**src/rtl/disk_block_dma_if.sv**
```systemverilog
`default_nettype none
// ============================================================================
//  Module      : disk_block_dma_if
//  Description : Bundle of the block-transfer sequencer's control, status and
//                memory/disk transfer-port signals.
//                slave  : view of the sequencer
//                          (control in, status and bus drive out)
//                master : view of the CPU decode and memories around it
//  Ports       : start/dir/abort/mem_base/dsk_base/len (control),
//                busy/done/words_done (status),
//                mem_addr/mem_wdata/mem_we/mem_rdata (main-memory port),
//                dsk_addr/dsk_wdata/dsk_we/dsk_rdata (disk port)
//  Revision    : 1.0  initial release
// ============================================================================
interface disk_block_dma_if #(
    parameter int MEM_AW = 16,
    parameter int DSK_AW = 15,
    parameter int DW     = 16
);
    logic              start;
    logic              dir;
    logic              abort;
    logic [MEM_AW-1:0] mem_base;
    logic [DSK_AW-1:0] dsk_base;
    logic [15:0]       len;
    logic              busy;
    logic              done;
    logic [15:0]       words_done;
    logic [MEM_AW-1:0] mem_addr;
    logic [DW-1:0]     mem_wdata;
    logic              mem_we;
    logic [DW-1:0]     mem_rdata;
    logic [DSK_AW-1:0] dsk_addr;
    logic [DW-1:0]     dsk_wdata;
    logic              dsk_we;
    logic [DW-1:0]     dsk_rdata;

    modport slave (
        input  start, dir, abort, mem_base, dsk_base, len, mem_rdata, dsk_rdata,
        output busy, done, words_done, mem_addr, mem_wdata, mem_we,
               dsk_addr, dsk_wdata, dsk_we
    );

    modport master (
        output start, dir, abort, mem_base, dsk_base, len, mem_rdata, dsk_rdata,
        input  busy, done, words_done, mem_addr, mem_wdata, mem_we,
               dsk_addr, dsk_wdata, dsk_we
    );
endinterface
`default_nettype wire

```
**src/rtl/disk_block_dma.sv**
```systemverilog
`default_nettype none
// ============================================================================
//  Module      : disk_block_dma
//  Description : Block-transfer sequencer between main memory and disk.
//                Copies len consecutive words, one word at a time:
//                read source, wait RD_LAT cycles, write destination.
//                dir=0 copies memory->disk, dir=1 copies disk->memory.
//  Ports       : clk, rst (synchronous, active-high)
//                bus (disk_block_dma_if.slave): control inputs, busy/done/
//                words_done status, memory and disk transfer ports
//  Revision    : 1.0  initial release
// ============================================================================
module disk_block_dma #(
    parameter int MEM_AW = 16,
    parameter int DSK_AW = 15,
    parameter int DW     = 16,
    parameter int RD_LAT = 1     // legal range 1..4
) (
    input  logic                  clk,
    input  logic                  rst,
    disk_block_dma_if.slave       bus
);

    typedef enum logic [2:0] {
        S_IDLE  = 3'd0,
        S_READ  = 3'd1,
        S_WAIT  = 3'd2,
        S_WRITE = 3'd3,
        S_DONE  = 3'd4
    } state_t;

    localparam logic [2:0] C_WAIT_LAST = 3'(RD_LAT - 1);

    state_t            r_state;
    state_t            w_next;

    logic              r_dir;
    logic [MEM_AW-1:0] r_mem_base;
    logic [DSK_AW-1:0] r_dsk_base;
    logic [15:0]       r_len;
    logic [15:0]       r_words_done;
    logic [DW-1:0]     r_data;
    logic [2:0]        r_wait_cnt;

    logic              w_accept;
    logic              w_last_wait;
    logic              w_last_word;
    logic [MEM_AW-1:0] w_mem_ptr;
    logic [DSK_AW-1:0] w_dsk_ptr;

    logic              w_busy;
    logic              w_done;
    logic [MEM_AW-1:0] w_mem_addr;
    logic [DW-1:0]     w_mem_wdata;
    logic              w_mem_we;
    logic [DSK_AW-1:0] w_dsk_addr;
    logic [DW-1:0]     w_dsk_wdata;
    logic              w_dsk_we;

    // Start is only honoured in IDLE; while busy it has no effect at all.
    assign w_accept    = (r_state == S_IDLE) && bus.start;
    assign w_last_wait = (r_state == S_WAIT) && (r_wait_cnt == C_WAIT_LAST);
    assign w_last_word = ((r_words_done + 16'd1) == r_len);

    // Word pointers wrap naturally at the width of each address space.
    assign w_mem_ptr = r_mem_base + MEM_AW'(r_words_done);
    assign w_dsk_ptr = r_dsk_base + DSK_AW'(r_words_done);

    // ------------------------------------------------------------------
    // State register
    // ------------------------------------------------------------------
    always_ff @(posedge clk) begin
        if (rst) begin
            r_state <= S_IDLE;
        end else begin
            r_state <= w_next;
        end
    end

    // ------------------------------------------------------------------
    // Next state and bus drive. Only the side being accessed in the
    // current state drives a non-zero address; everything else is 0.
    // ------------------------------------------------------------------
    always_comb begin
        w_next      = r_state;
        w_busy      = (r_state != S_IDLE);
        w_done      = 1'b0;
        w_mem_addr  = '0;
        w_mem_wdata = '0;
        w_mem_we    = 1'b0;
        w_dsk_addr  = '0;
        w_dsk_wdata = '0;
        w_dsk_we    = 1'b0;

        case (r_state)
            S_IDLE: begin
                if (bus.start) begin
                    w_next = (bus.len == 16'd0) ? S_DONE : S_READ;
                end
            end
            S_READ, S_WAIT: begin
                if (r_dir) begin
                    w_dsk_addr = w_dsk_ptr;
                end else begin
                    w_mem_addr = w_mem_ptr;
                end
                if (r_state == S_READ) begin
                    w_next = S_WAIT;
                end else if (w_last_wait) begin
                    w_next = S_WRITE;
                end
            end
            S_WRITE: begin
                if (r_dir) begin
                    w_mem_addr  = w_mem_ptr;
                    w_mem_wdata = r_data;
                    w_mem_we    = 1'b1;
                end else begin
                    w_dsk_addr  = w_dsk_ptr;
                    w_dsk_wdata = r_data;
                    w_dsk_we    = 1'b1;
                end
                w_next = w_last_word ? S_DONE : S_READ;
            end
            S_DONE: begin
                w_done = 1'b1;
                w_next = S_IDLE;
            end
            default: begin
                w_next = S_IDLE;
            end
        endcase

        // Abort overrides the sequence; a write already on the bus in this
        // cycle still lands because its enable is combinational.
        if (bus.abort && (r_state != S_IDLE)) begin
            w_next = S_IDLE;
        end
    end

    // ------------------------------------------------------------------
    // Datapath: transfer parameters, wait counter, data word, progress
    // ------------------------------------------------------------------
    always_ff @(posedge clk) begin
        if (rst) begin
            r_dir        <= 1'b0;
            r_mem_base   <= '0;
            r_dsk_base   <= '0;
            r_len        <= '0;
            r_words_done <= '0;
            r_data       <= '0;
            r_wait_cnt   <= '0;
        end else begin
            if (w_accept) begin
                r_dir        <= bus.dir;
                r_mem_base   <= bus.mem_base;
                r_dsk_base   <= bus.dsk_base;
                r_len        <= bus.len;
                r_words_done <= '0;
            end

            if (r_state == S_READ) begin
                r_wait_cnt <= '0;
            end else if (r_state == S_WAIT) begin
                r_wait_cnt <= r_wait_cnt + 3'd1;
            end

            // Source data is valid on the last WAIT cycle only.
            if (w_last_wait) begin
                r_data <= r_dir ? bus.dsk_rdata : bus.mem_rdata;
            end

            if (r_state == S_WRITE) begin
                r_words_done <= r_words_done + 16'd1;
            end
        end
    end

    assign bus.busy       = w_busy;
    assign bus.done       = w_done;
    assign bus.words_done = r_words_done;
    assign bus.mem_addr   = w_mem_addr;
    assign bus.mem_wdata  = w_mem_wdata;
    assign bus.mem_we     = w_mem_we;
    assign bus.dsk_addr   = w_dsk_addr;
    assign bus.dsk_wdata  = w_dsk_wdata;
    assign bus.dsk_we     = w_dsk_we;

endmodule
`default_nettype wire
```
**src/flat_wrapper.sv**
```systemverilog
// flat-port wrapper written by rule: the top's interface ports become plain ports
module disk_block_dma_flat 
#(
    parameter int MEM_AW = 16,
    parameter int DSK_AW = 15,
    parameter int DW     = 16,
    parameter int RD_LAT = 1                        
)
  (clk, rst, bus_start, bus_dir, bus_abort, bus_mem_base, bus_dsk_base, bus_len, bus_mem_rdata, bus_dsk_rdata, bus_busy, bus_done, bus_words_done, bus_mem_addr, bus_mem_wdata, bus_mem_we, bus_dsk_addr, bus_dsk_wdata, bus_dsk_we);
  disk_block_dma_if #(.MEM_AW(MEM_AW), .DSK_AW(DSK_AW), .DW(DW)) bus_i ();
  input  logic clk;
  input  logic rst;
  input wire logic [$bits(bus_i.start)-1:0] bus_start;
  input wire logic [$bits(bus_i.dir)-1:0] bus_dir;
  input wire logic [$bits(bus_i.abort)-1:0] bus_abort;
  input wire logic [$bits(bus_i.mem_base)-1:0] bus_mem_base;
  input wire logic [$bits(bus_i.dsk_base)-1:0] bus_dsk_base;
  input wire logic [$bits(bus_i.len)-1:0] bus_len;
  input wire logic [$bits(bus_i.mem_rdata)-1:0] bus_mem_rdata;
  input wire logic [$bits(bus_i.dsk_rdata)-1:0] bus_dsk_rdata;
  output wire logic [$bits(bus_i.busy)-1:0] bus_busy;
  output wire logic [$bits(bus_i.done)-1:0] bus_done;
  output wire logic [$bits(bus_i.words_done)-1:0] bus_words_done;
  output wire logic [$bits(bus_i.mem_addr)-1:0] bus_mem_addr;
  output wire logic [$bits(bus_i.mem_wdata)-1:0] bus_mem_wdata;
  output wire logic [$bits(bus_i.mem_we)-1:0] bus_mem_we;
  output wire logic [$bits(bus_i.dsk_addr)-1:0] bus_dsk_addr;
  output wire logic [$bits(bus_i.dsk_wdata)-1:0] bus_dsk_wdata;
  output wire logic [$bits(bus_i.dsk_we)-1:0] bus_dsk_we;
  assign bus_i.start = bus_start;
  assign bus_i.dir = bus_dir;
  assign bus_i.abort = bus_abort;
  assign bus_i.mem_base = bus_mem_base;
  assign bus_i.dsk_base = bus_dsk_base;
  assign bus_i.len = bus_len;
  assign bus_i.mem_rdata = bus_mem_rdata;
  assign bus_i.dsk_rdata = bus_dsk_rdata;
  assign bus_busy = bus_i.busy;
  assign bus_done = bus_i.done;
  assign bus_words_done = bus_i.words_done;
  assign bus_mem_addr = bus_i.mem_addr;
  assign bus_mem_wdata = bus_i.mem_wdata;
  assign bus_mem_we = bus_i.mem_we;
  assign bus_dsk_addr = bus_i.dsk_addr;
  assign bus_dsk_wdata = bus_i.dsk_wdata;
  assign bus_dsk_we = bus_i.dsk_we;
  disk_block_dma #(.MEM_AW(MEM_AW), .DSK_AW(DSK_AW), .DW(DW), .RD_LAT(RD_LAT)) u_core (.clk(clk), .rst(rst), .bus(bus_i));
endmodule
```
**config.mk**
```make
export PLATFORM = sky130hd
export DESIGN_NAME = disk_block_dma_flat
export DESIGN_NICKNAME = d
export VERILOG_FILES = /design/src/rtl/disk_block_dma_if.sv /design/src/rtl/disk_block_dma.sv /design/src/flat_wrapper.sv
export SDC_FILE = /design/constraint.sdc
export NUM_CORES = 1
export LEC_CHECK = 0
export CAP_MARGIN = 20
export CORE_MARGIN = 2
export CORE_UTILIZATION = 35
export CTS_CLUSTER_SIZE = 24
export DETAILED_ROUTE_END_ITERATION = 8
export MAX_ROUTING_LAYER = met4
export REMOVE_ABC_BUFFERS = 1
export SLEW_MARGIN = 30
export SYNTH_ARGS = -nofsm -noshare
export SYNTH_HDL_FRONTEND = slang
export SYNTH_SLANG_ARGS = --single-unit
export TNS_END_PERCENT = 20
```
**constraint.sdc**
```tcl
create_clock -name clk -period 8.2 [get_ports clk]
set_input_delay 1.64 -clock clk [delete_from_list [all_inputs] [get_ports clk]]
set_output_delay 1.64 -clock clk [all_outputs]
set_load 0.005 [all_outputs]
```
==> impl_metrics.ini <==
[finish]
synthToLayoutAreaGrowth_pct = 35.83
num-fill-cells = 1672
fin_cells = 1119
drive_gt1_frac = 0.04561
diodes = 0
layout.nets = 1012
fin_area_sq_um = 7859

[logic_synthesis]
synth_area_per_cell_sq_um = 7.603
synth-seq-area-share = 0.2976
synthArstFlopShare = 0
ys_types = 63
ys.flop_type = dfxtp_1
syn_area_sq_um = 5786
syn_inst = 761
yosys_register_bits = 86
synth_edf_count = 0
yosysWarnings = 0

[global_route]
gr-usage-all-layers = 0.2065
first_global_vias = 5666
grt-ovfl-total = 0
antenna_found_initial = 0
grt_pass1_wl_microns = 28620
grt_max_degree = 86

[die]
die_area_sq_um = 17570
core.rowCount = 47
io-pin-count = 167
initial_core_util = 0.3539
fp.dieH_microns = 132.6
coreArea_sq_um = 16350
die_width_microns = 132.6

[routing]
viasPerCell = 5.114
ant_nets = 0
drtPass1Iterations = 5
dr_total_vias = 5723
routedWlPerCell_microns = 15.71
routed_wl_microns = 17580
drtIter0Drc = 289
drc = 0

[worst_setup_path]
worstSetupEndpointType = output port
r2r_cells = 7
reg2reg_slack_ns = 5.48
cp_max_fo = 10
critPathKind = register to output port
timing.rr.end = u_core.bus.words_done[6]
critPathRequiredTime_ns = 6.56
critPathArrivalTime_ns = 3.53
r2r_start = u_core.r_state[1]
start_kind = register

[worst_hold_path]
min_path_cells = 2
hold_class = register to register
min_from = u_core.r_mem_base[12]
min_to = u_core.r_mem_base[12]

[status]
status = finished, final reports clean

[sta]
finalSetupViolCount = 0
final.period_utilization = 0.6308
maxSlewHeadroom = 0.3730
tns_ns = 0
finClkSkew_ns = 0.008507
slew_violations = 0
fmax_mhz = 193.3
tightest_slew_ns = 0.9405
timing.final.crit_period_ns = 5.173
finalHoldViolCount = 0
worst_slack_ns = 3.027
rsz0062_at_grt = no

[clock_network]
cts_buffers = 9
cts_resized = 0
cts_setup_buffers = 0
clk-insertion-delay-late_ns = 0.35
cts_root_buf = clkbuf_16
htree_levels = 3
clkTransAtPathRegs_ns = 0.06
cts_sinks = 86
cts_max_path_buffers = 2
cts_tree = yes
holdBufCountCts = 0

[placed_design]
numPlacedInstances = 1103
portBuffers = 166
finalWeightedCongestion = 0.8152
dp_hpwl_microns = 12630
place_area_sq_um = 7553
dp_slack_ns = 3.393

[power_and_ir_drop]
power_leakage_nw = 2.930
irDropWorstVdd_mv = 0.1110
p_per_area_nw_per_um2 = 137.0
power.total_mw = 1.077

[flow_run]
cap_violations = 0
-- cell families after synthesis --
group / Yosys count / synth area share
compound gates: 186 / 0.1970
mux: 17 / 0.02941
simple gates: 332 / 0.2805
xor+xnor: 45 / 0.06812
fa+ha+maj: 34 / 0.07612
flops: 86 / 0.2976
buf+inv: 61 / 0.05125
-- worst max path at each step --
stage / to / cells after the start / startpoint / slack [ns]
2_1_floorplan: bus_mem_addr[14] / 10 / u_core.bus.words_done[0] / 4.24
3_3_place_gp: bus_mem_addr[14] / 11 / u_core.bus.words_done[0] / 3.47
3_5_place_dp: bus_mem_addr[14] / 11 / u_core.bus.words_done[0] / 3.39
4_1_cts: bus_dsk_wdata[0] / 6 / u_core.r_state[1] / 3.01
5_1_grt: bus_mem_addr[14] / 11 / u_core.bus.words_done[0] / 2.75
6_report: bus_mem_addr[14] / 11 / u_core.bus.words_done[0] / 3.03
-- flip-flops by register name, summed over array words and instances, names as in the netlist --
register	cells
u_core.r_dsk_base	15
u_core.r_data	16
u_core.r_wait_cnt	3
u_core.r_state	3
u_core.r_dir	1
u_core.r_len	16
u_core.bus.words_done	16
u_core.r_mem_base	16
-- through the flow --
| stage | util | hold slack, ns |
|---|---|---|
| after floorplan | - | 0.4340 |
| after global placement | 0.4583 | 0.4490 |
| after detailed placement | 0.4620 | 0.4541 |
| after CTS | 0.4806 | 0.4630 |
| after global routing | 0.4807 | 0.4729 |
| final | 0.4807 | 0.4607 |
-- cell usage after synthesis, types with 13 or more instances --
| library cell | n | area, sq um |
|---|---|---|
| a211oi_1 | 24 | 180.2 |
| nor2_1 | 85 | 319.1 |
| ha_1 | 32 | 400.4 |
| dfxtp_1 | 86 | 1722 |
| clkbuf_1 | 32 | 120.1 |
| o21ai_0 | 29 | 145.1 |
| xnor2_1 | 27 | 236.5 |
| and2_1 | 37 | 231.5 |
| nand3_1 | 13 | 65.06 |
| a21oi_1 | 77 | 385.4 |
| xor2_1 | 18 | 157.7 |
| nand2_1 | 125 | 469.2 |
| mux2i_1 | 17 | 170.2 |
-- worst max-delay path: stages (launching register included) --
cell and delay, ns:
dfxtp_1 0.57, ha_1 0.26, inv_1 0.06, fa_1 0.37, nor2b_1 0.22, o31a_1 0.18
o21ai_1 0.09, a31oi_1 0.25, a2111oi_0 0.19, or4_1 0.41, nand2_1 0.07, clkdlybuf4s50_1 0.51
-- final cells by class --
cell class,instances,area (sq um),share of cell area
multi-input cells,614,3780,0.4810
flip-flops and latches,86,1722,0.2191
clock inverters,3,42.54,0.005413
well taps,220,275.3,0.03503
repair buffers,171,1734,0.2207
inverters,12,45.04,0.005732
clock buffers,13,260.3,0.03312
-- routing by layer --
metal	global-route usage	share of wire	routed length (microns)	up-vias
met4	0.05795	0.014	246	0
met5	-	0	0	-
li1	-	-	-	2915
met2	0.3230	0.44	7771	195
met1	0.2746	0.49	8592	2592
met3	0.03602	0.055	968	21
-- where the power goes --
part	switching (mW)	internal, mW	leakage (nW)
registers	0.0191	0.442	0.702
clock network	0.169	0.253	0.146
logic	0.0982	0.0958	2.08
total	0.287	0.790	2.93
-- placed cells by master (no fill, tap or decap), types with 5 or more instances in the layout --
cell,instances
clkdlybuf4s50_1,165
nand2b_1,5
nor4_1,9
and2_1,36
a31oi_1,5
nand3_1,13
dfxtp_1,86
a211o_1,6
xor2_1,18
o21a_1,12
inv_1,12
nor2b_1,7
nand4_1,8
o21ai_0,29
a21oi_1,77
mux2i_1,17
xnor2_1,27
nor2_1,84
clkbuf_16,9
nand2_1,124
nor3_1,11
a21o_1,6
a211oi_1,24
ha_1,32
Note: power is estimated with default switching activity, not from simulation.
